`src/rtl/pkc_flow_ctrl.sv`:
```
// Round-trip sequencer for the code-based PKC datapath: keyGen -> Encryption -> Decryption -> check.
// Each engine phase is started by a one-cycle pulse, guarded by a timeout and abortable.
module pkc_flow_ctrl #(
  parameter int unsigned MSG_W   = 16,
  parameter int unsigned TO_W    = 16,
  parameter int unsigned TIMEOUT = 40000,
  parameter int unsigned CYC_W   = 32
) (
  input  logic             i_clk,
  input  logic             i_reset,
  input  logic             i_cmd_start,
  input  logic             i_cmd_reuse,
  input  logic             i_cmd_abort,
  input  logic [MSG_W-1:0] i_msg_in,
  input  logic             i_key_ready,
  input  logic             i_cipher_ready,
  input  logic             i_dec_ready,
  input  logic [MSG_W-1:0] i_dec_msg,
  output logic             o_kg_start,
  output logic             o_enc_start,
  output logic             o_dec_start,
  output logic             o_sub_rst_n,
  output logic             o_busy,
  output logic             o_done,
  output logic             o_pass,
  output logic             o_err,
  output logic [1:0]       o_err_phase,
  output logic             o_key_cached,
  output logic [CYC_W-1:0] o_run_cycles
);

  localparam logic [TO_W-1:0] ToLast = TO_W'(TIMEOUT - 1);

  typedef enum logic [2:0] {StIdle, StKg, StEnc, StDec, StChk, StDone, StErr} state_e;

  state_e           r_state;
  logic             r_kg_start;
  logic             r_enc_start;
  logic             r_dec_start;
  logic             r_sub_rst_n;
  logic             r_busy;
  logic             r_done;
  logic             r_pass;
  logic             r_err;
  logic [1:0]       r_err_phase;
  logic             r_key_cached;
  logic [CYC_W-1:0] r_run_cycles;
  logic [TO_W-1:0]  r_to_cnt;
  logic [MSG_W-1:0] r_msg;
  logic [MSG_W-1:0] r_dec_msg;

  logic             w_rdy;
  logic             w_first;
  logic [1:0]       w_phase;
  logic             w_to_hit;
  logic             w_match;

  // Ready/first-cycle/phase code of whichever engine phase is active. The start pulse register
  // doubles as the entry-cycle marker so a ready left high from a previous run is not taken.
  always_comb begin
    w_rdy   = 1'b0;
    w_first = 1'b0;
    w_phase = 2'd0;
    case (r_state)
      StKg: begin
        w_rdy   = i_key_ready;
        w_first = r_kg_start;
        w_phase = 2'd1;
      end
      StEnc: begin
        w_rdy   = i_cipher_ready;
        w_first = r_enc_start;
        w_phase = 2'd2;
      end
      StDec: begin
        w_rdy   = i_dec_ready;
        w_first = r_dec_start;
        w_phase = 2'd3;
      end
      default: ;
    endcase
  end

  assign w_to_hit = (r_to_cnt == ToLast);
  assign w_match  = (r_dec_msg == r_msg);

  always_ff @(posedge i_clk) begin
    if (!i_reset) begin
      r_state      <= StIdle;
      r_kg_start   <= 1'b0;
      r_enc_start  <= 1'b0;
      r_dec_start  <= 1'b0;
      r_sub_rst_n  <= 1'b1;
      r_busy       <= 1'b0;
      r_done       <= 1'b0;
      r_pass       <= 1'b0;
      r_err        <= 1'b0;
      r_err_phase  <= 2'd0;
      r_key_cached <= 1'b0;
      r_run_cycles <= '0;
      r_to_cnt     <= '0;
      r_msg        <= '0;
      r_dec_msg    <= '0;
    end else begin
      r_kg_start  <= 1'b0;
      r_enc_start <= 1'b0;
      r_dec_start <= 1'b0;
      r_sub_rst_n <= 1'b1;
      if (r_busy && (r_run_cycles != '1)) begin
        r_run_cycles <= r_run_cycles + CYC_W'(1);
      end

      if (i_cmd_abort && r_busy) begin
        r_state      <= StIdle;
        r_busy       <= 1'b0;
        r_sub_rst_n  <= 1'b0;
        r_key_cached <= 1'b0;
        r_err_phase  <= 2'd0;
        r_done       <= 1'b0;
        r_pass       <= 1'b0;
        r_err        <= 1'b0;
        r_to_cnt     <= '0;
      end else begin
        case (r_state)
          StIdle, StDone, StErr: begin
            // An abort arriving with the start drops the start even when idle.
            if (i_cmd_start && !i_cmd_abort) begin
              r_msg        <= i_msg_in;
              r_run_cycles <= '0;
              r_to_cnt     <= '0;
              r_busy       <= 1'b1;
              r_done       <= 1'b0;
              r_pass       <= 1'b0;
              r_err        <= 1'b0;
              r_err_phase  <= 2'd0;
              if (i_cmd_reuse && r_key_cached) begin
                r_state     <= StEnc;
                r_enc_start <= 1'b1;
              end else begin
                r_state    <= StKg;
                r_kg_start <= 1'b1;
              end
            end
          end
          StKg, StEnc, StDec: begin
            if (w_rdy && !w_first) begin
              r_to_cnt <= '0;
              case (r_state)
                StKg: begin
                  r_state      <= StEnc;
                  r_enc_start  <= 1'b1;
                  r_key_cached <= 1'b1;
                end
                StEnc: begin
                  r_state     <= StDec;
                  r_dec_start <= 1'b1;
                end
                default: begin
                  r_state   <= StChk;
                  r_dec_msg <= i_dec_msg;
                end
              endcase
            end else if (w_to_hit) begin
              r_state      <= StErr;
              r_busy       <= 1'b0;
              r_err        <= 1'b1;
              r_err_phase  <= w_phase;
              r_sub_rst_n  <= 1'b0;
              r_key_cached <= 1'b0;
              r_to_cnt     <= '0;
            end else begin
              r_to_cnt <= r_to_cnt + TO_W'(1);
            end
          end
          StChk: begin
            r_state <= StDone;
            r_busy  <= 1'b0;
            r_done  <= 1'b1;
            r_pass  <= w_match;
          end
          default: begin
            r_state <= StIdle;
            r_busy  <= 1'b0;
          end
        endcase
      end
    end
  end

  assign o_kg_start   = r_kg_start;
  assign o_enc_start  = r_enc_start;
  assign o_dec_start  = r_dec_start;
  assign o_sub_rst_n  = r_sub_rst_n;
  assign o_busy       = r_busy;
  assign o_done       = r_done;
  assign o_pass       = r_pass;
  assign o_err        = r_err;
  assign o_err_phase  = r_err_phase;
  assign o_key_cached = r_key_cached;
  assign o_run_cycles = r_run_cycles;

endmodule

```
`config.mk`:
```
export PLATFORM = sky130hd
export DESIGN_NAME = pkc_flow_ctrl
export DESIGN_NICKNAME = d
export VERILOG_FILES = /design/src/rtl/pkc_flow_ctrl.sv
export SDC_FILE = /design/constraint.sdc
export NUM_CORES = 1
export LEC_CHECK = 0
export CAP_MARGIN = 40
export CORE_ASPECT_RATIO = 1.2
export CORE_MARGIN = 2
export CORE_UTILIZATION = 53
export CTS_CLUSTER_SIZE = 10
export DETAILED_ROUTE_END_ITERATION = 16
export PLACE_DENSITY = 0.81
export SLEW_MARGIN = 20
export SYNTH_ARGS = -nofsm -noshare
export SYNTH_HDL_FRONTEND = slang
export SYNTH_SLANG_ARGS = --single-unit
```
`constraint.sdc`:
```
create_clock -name i_clk -period 2.7 [get_ports i_clk]
set_input_delay 0.405 -clock i_clk [delete_from_list [all_inputs] [get_ports i_clk]]
set_output_delay 0.405 -clock i_clk [all_outputs]
set_load 0.05 [all_outputs]
```
==> qor.txt <==
largest cells by area after synthesis: dfxtp_1 (41%), nand2_1 (6.1%), a21oi_1 (4.7%)
clk buf depth: 2
synth unique cells: 65
worst setup margin: 408 ps
Synth Cell Area: 4640 um^2
Die X: 89.4 um
Ports: 83
Maximum Capacitance Violations: 0
initial antenna violation count: 0
syn nets: 586
RSZ-0062 raised after global routing: false
CTS Hold Buffers Added: 0
via count: 4,371
Avg Cell Area, Syn: 8.52 um^2
clk_lat worst skew: 370 ps
Synth warnings: 0
Detail Route Antenna Nets: 0
routed wl met2: 5.86 mm
slew of the pin with the lowest slew margin: 781 ps
die height: 106 um
Worst VDD drop: 0.403 mV
largest net degree at the start of global routing: 35
number of enable flip-flop cells after synthesis: 0
cell count after synthesis: 544
DRC Markers: 0
Required @ worst endpoint: 2970 ps
Clock Power Share: 23.7%
Reg power frac: 42.9%
most frequent cells after synthesis: dfxtp_1 (94), nand2_1 (75), a21oi_1 (44), nor2_1 (41)
total iterations of the first detailed-routing run: 5
Startpoint Class: register
Final period util: 84.9%
Sink Count: 94
setup TNS: 0 ps
post-CTS setup buffer count: 0
Sw Ratio: 36.5%
Pleak: 2.04 nW
sequential share of the synthesized area: 40.6%
P per Cell Area: 675 nW/um^2
crit end category: register
Hold Fails Final Rpt: 0
Root Driver: clkbuf_8
# diodes: 0
pre-CTS setup slack: 257 ps
min Tclk post-route: 2290 ps
Critical Path AT: 2560 ps
Routed WL per cell: 15.3 um
Top Metal Used: met4
Num CTS Buffers: 9
final WL: 11.4 mm
flop-to-flop setup slack: 410 ps
Congestion Overflow GR: 0
met3 wire len: 595 um
outcome: completed
area leader, netlist: dfxtp_1
Worst-path clk slew: 90 ps
post-DP HPWL: 8.26 mm
Initial Utilization: 54.4%
most used standard cell by instance count after synthesis: dfxtp_1
vias per inst: 5.88
asr flop ratio synth: 0%
row cnt: 37
H-Tree Depth: 3
Layout Skew: 14.2 ps
Setup Crit Path Kind: register to register
die area: 9520 um^2
Final Max Slew Viols: 0
layout cells sized above 1: 7.02%
Synth top area share: 40.6%
Syn-to-layout area delta: 24.4%
CTS tree: done
Fmax: 436 MHz
Post-CTS Resized: 0
most used flip-flop cell after synthesis: dfxtp_1
Psw: 0.00142 W
GRT Overall Usage: 24.7%
vias in the first global route: 4,168
crit-path max FO: 15
Final setup viols: 0
core area: 8520 um^2
Comb power frac: 33.4%
Tightest Hold Check Type: register to register
RD Place Congestion: 0.916
met1 wire length: 4.62 mm
max_slew headroom: 47.1%
Final #Nets: 666
internal power: 0.00247 W
I/O Buffers: 82
first-pass GRT wire length: 18.8 mm
DR iter-0 viols: 212
Yosys reg bits: 94
-- state kept, by name (all words and copies together), names as in the netlist --
signal,cells
o_run_cycles,32
r_dec_msg,16
r_msg,16
r_to_cnt,16
r_state,3
o_err_phase,2
o_busy,1
o_dec_start,1
o_done,1
o_enc_start,1
o_err,1
o_key_cached,1
o_kg_start,1
o_pass,1
o_sub_rst_n,1
-- final cells by class --
| type | count | area, um^2 |
|---|---|---|
| Fill cell | 745 | 2750 |
| Multi-Input combinational cell | 419 | 2600 |
| Sequential cell | 94 | 1880 |
| Timing Repair Buffer | 94 | 936 |
| Tap cell | 117 | 146 |
| Clock buffer | 9 | 124 |
| Clock inverter | 5 | 61.3 |
| Inverter | 6 | 22.5 |
-- power groups by stage --
stage	sequential [W]	clock, W	combinational, W
after floorplan	0.00174	0	0.000878
after global placement	0.00169	0	0.00126
after detailed placement	0.00170	0	0.00129
after CTS	0.00167	0.000936	0.00130
after global routing	0.00170	0.000982	0.00143
final	0.00167	0.000922	0.00130
-- per-stage QoR --
step / cell area [um^2] / power [W] / hold WS [ps] / cells / utilization, %
2_1_floorplan: 4640 / 0.00262 / 448 / 544 / -
3_3_place_gp: 5580 / 0.00295 / 449 / 730 / 65.6
3_5_place_dp: 5580 / 0.00299 / 458 / 730 / 65.6
4_1_cts: 5770 / 0.00390 / 471 / 744 / 67.7
5_1_grt: 5770 / 0.00411 / 498 / 744 / 67.7
6_report: 5770 / 0.00389 / 473 / 744 / 67.7
-- cell usage in the layout (no fill, tap or decap), types with 10 or more instances in the layout --
cell,count
a21oi_1,44
and3_1,10
buf_4,10
clkdlybuf4s50_1,82
dfxtp_1,94
mux2i_1,20
nand2_1,75
nand3_1,22
nand4_1,18
nor2_1,41
o211ai_1,14
o21ai_0,19
or3_1,14
or4_1,18
xor2_1,22
-- worst max-delay path, cell delays in order (launching register included) --
cell	delay, ps
dfxtp_1	710
nand2b_2	200
nor4b_4	450
nor4_1	150
or4_1	420
a32o_1	270
-- routing by layer --
layer,global-route usage (%),vias to the layer above
met3,3.88,24
li1,-,2153
met2,41.1,134
met4,11.6,0
met1,30.8,2060
met5,0,-
-- path summary, 6_finish.rpt --
kind                                         startpoint                      end  depth (start not counted)
worst max-delay path            r_state[0]$_SDFFE_PP0P_  r_state[2]$_SDFFE_PP0P_                          5
worst min-delay path              r_msg[4]$_SDFFE_PN0P_    r_msg[4]$_SDFFE_PN0P_                          2
worst max register to register  r_state[0]$_SDFFE_PP0P_  r_state[2]$_SDFFE_PP0P_                          5
worst min register to register    r_msg[4]$_SDFFE_PN0P_    r_msg[4]$_SDFFE_PN0P_                          2
-- cells by family after synthesis --
| group | synth area share (%) |
|---|---|
| buffers and inverters | 3.40 |
| adder cells (fa/ha/maj) | 0.540 |
| flip-flops | 40.6 |
| multiplexers | 4.32 |
| XOR/XNOR | 5.10 |
| AO/OA/AOI/OAI | 15.4 |
| AND/OR/NAND/NOR | 30.6 |
No activity file was read; power rests on OpenSTA's default activity.
==> variant, RTL diff (same settings) <==
`TO_W`: 16 -> 12.
--- a/src/rtl/pkc_flow_ctrl.sv
+++ b/src/rtl/pkc_flow_ctrl.sv
@@ -2,7 +2,7 @@
 // Each engine phase is started by a one-cycle pulse, guarded by a timeout and abortable.
 module pkc_flow_ctrl #(
   parameter int unsigned MSG_W   = 16,
-  parameter int unsigned TO_W    = 16,
+  parameter int unsigned TO_W    = 12,
   parameter int unsigned TIMEOUT = 40000,
   parameter int unsigned CYC_W   = 32
 ) (
Behaviour: same outputs for any inputs over 10 cycles, from zero or initial values and one cycle with i_reset low; that may be too few to reach the edited logic, so the function may still have changed.
==> variant against the unedited design <==
  * Total power decreased by 14%
  * Routed wire length decreased by 6.2%
  * Area after synthesis decreased by 3.3%
  * Clock power increased by 1%
  * Die area decreased by 3.2%
  * Register-to-register slack improved by 0.07 ns
  * Design area decreased by 2.4%
  * Sequential cell count decreased by 4
  * Maximum frequency increased by 1.5%
  * Sequential share of layout area decreased by 0.61 points
  * Synthesized cell count decreased by 2.9%
  * First-iteration DRC count decreased by 23%
  * Worst setup slack improved by 0.034 ns
  * Largest power group unchanged
==> variant: results (changes against the unedited design) <==
* Worst min path class: flip-flop to flip-flop (unchanged)
* Grt met1 use at 30.8% (about the same)
* Share of cells above drive strength 1 at 8.44% (was 7.02%)
* Top cells by area, synth: dfxtp_1 40%, a21oi_1 5.9%, nand2_1 4.9% (was dfxtp_1 41%, nand2_1 6.1%, a21oi_1 4.7%)
* Worst-Skew Late Latency at 0.36 ns
* Pint at 2230 uW (was 2470 uW)
* Met3 usage at 3.95% (was 3.88%)
* Place WS at 0.325 ns (was 0.257 ns)
* Syn Nets at 570 (was 586)
* Overall Global Routing Usage at 24.1% (was 24.7%)
* Clk_skew at 0.0142 ns (about the same)
* Crit path max-delay family: buffers and inverters (was simple AND/OR/NAND/NOR gates)
* Global-route wire length before repair at 18200 um (was 18800 um)
* Vias in the first global route at 3994 (was 4168)
* Metal1 wirelength at 4470 um (was 4620 um)
* Critical path's slowest cell: clkdlybuf4s50_1 (was dfxtp_1)
* Worst-case vdd ir drop at 0.505 mV (was 0.403 mV)
* WL final at 10700 um (was 11400 um)
* CP peak stage delay at 0.89 ns (was 0.71 ns)
* Commonest cells in the netlist: 90 x dfxtp_1, 59 x nand2_1, 53 x a21oi_1 (was 94 x dfxtp_1, 75 x nand2_1, 44 x a21oi_1)
* Half-perimeter wire length after placement at 7900 um (was 8260 um)
* Worst Max-Slew Pin Slew at 0.627 ns (was 0.781 ns)
* Drt initial violations at 163 (was 212)
* Seq/Total Area, Yosys at 40.2% (was 40.6%)
* WP data arrival at 1.85 ns (was 2.56 ns)
* Outcome: finished clean (unchanged)
* Lkg Pwr at 0.00208 uW (was 0.00204 uW)
## variant: cell types whose count changed in the layout (fill, tap and decap cells not counted), sizes merged, moves of 8 or more
cell	change
a21oi	+8
inv	+8
nand2	-16
o211ai	-12
or4	-15
xnor2	+8
## variant: through the flow
stage / std cells / utilization [%] / hold slack, ns / instance area, um2
2_1_floorplan: 528 / - / 0.448 / 4480
3_3_place_gp: 714 / 66.6 / 0.453 / 5430
3_5_place_dp: 714 / 66.6 / 0.462 / 5430
4_1_cts: 730 / 69.0 / 0.477 / 5630
5_1_grt: 730 / 69.0 / 0.499 / 5630
6_report: 730 / 69.0 / 0.475 / 5630
## variant: cell type report
type                            count  area, um2
Multi-Input combinational cell    400       2500
Fill cell                         647       2520
Timing Repair Buffer               97        933
Sequential cell                    90       1800
Tap cell                          114        143
Clock inverter                      6       73.8
Inverter                           13       48.8
Clock buffer                       10        128
## variant: worst reg2reg max path: stages, from the launching register on
cell	delay [ns]
dfxtp_1	0.44
nand4_1	0.23
or3_1	0.53
nor4_4	0.60
or4_2	0.23
a21oi_1	0.06
## variant: kinds of logic after synthesis
kind of cell    synth area share (%)
flops                           40.2
compound gates                  18.9
mux                             3.80
fa+ha+maj                      0.558
xor+xnor                        6.84
simple gates                    25.7
buf+inv                         3.99
## variant: final timing paths
kind	end	from	slack, ns	depth (start not counted)
worst max-delay path	o_busy	o_busy	0.44	1
worst min-delay path	r_msg[8]	r_msg[8]	0.47	2
worst min register to register	r_msg[8]	r_msg[8]	0.47	2
worst max register to register	o_run_cycles[3]	o_run_cycles[12]	0.48	5
## variant: power by group through the flow
stage,registers (uW),logic (uW),clock network (uW)
after floorplan,1600,567,0
after global placement,1560,873,0
after detailed placement,1570,886,0
after CTS,1540,891,953
after global routing,1560,978,1020
final,1540,890,932
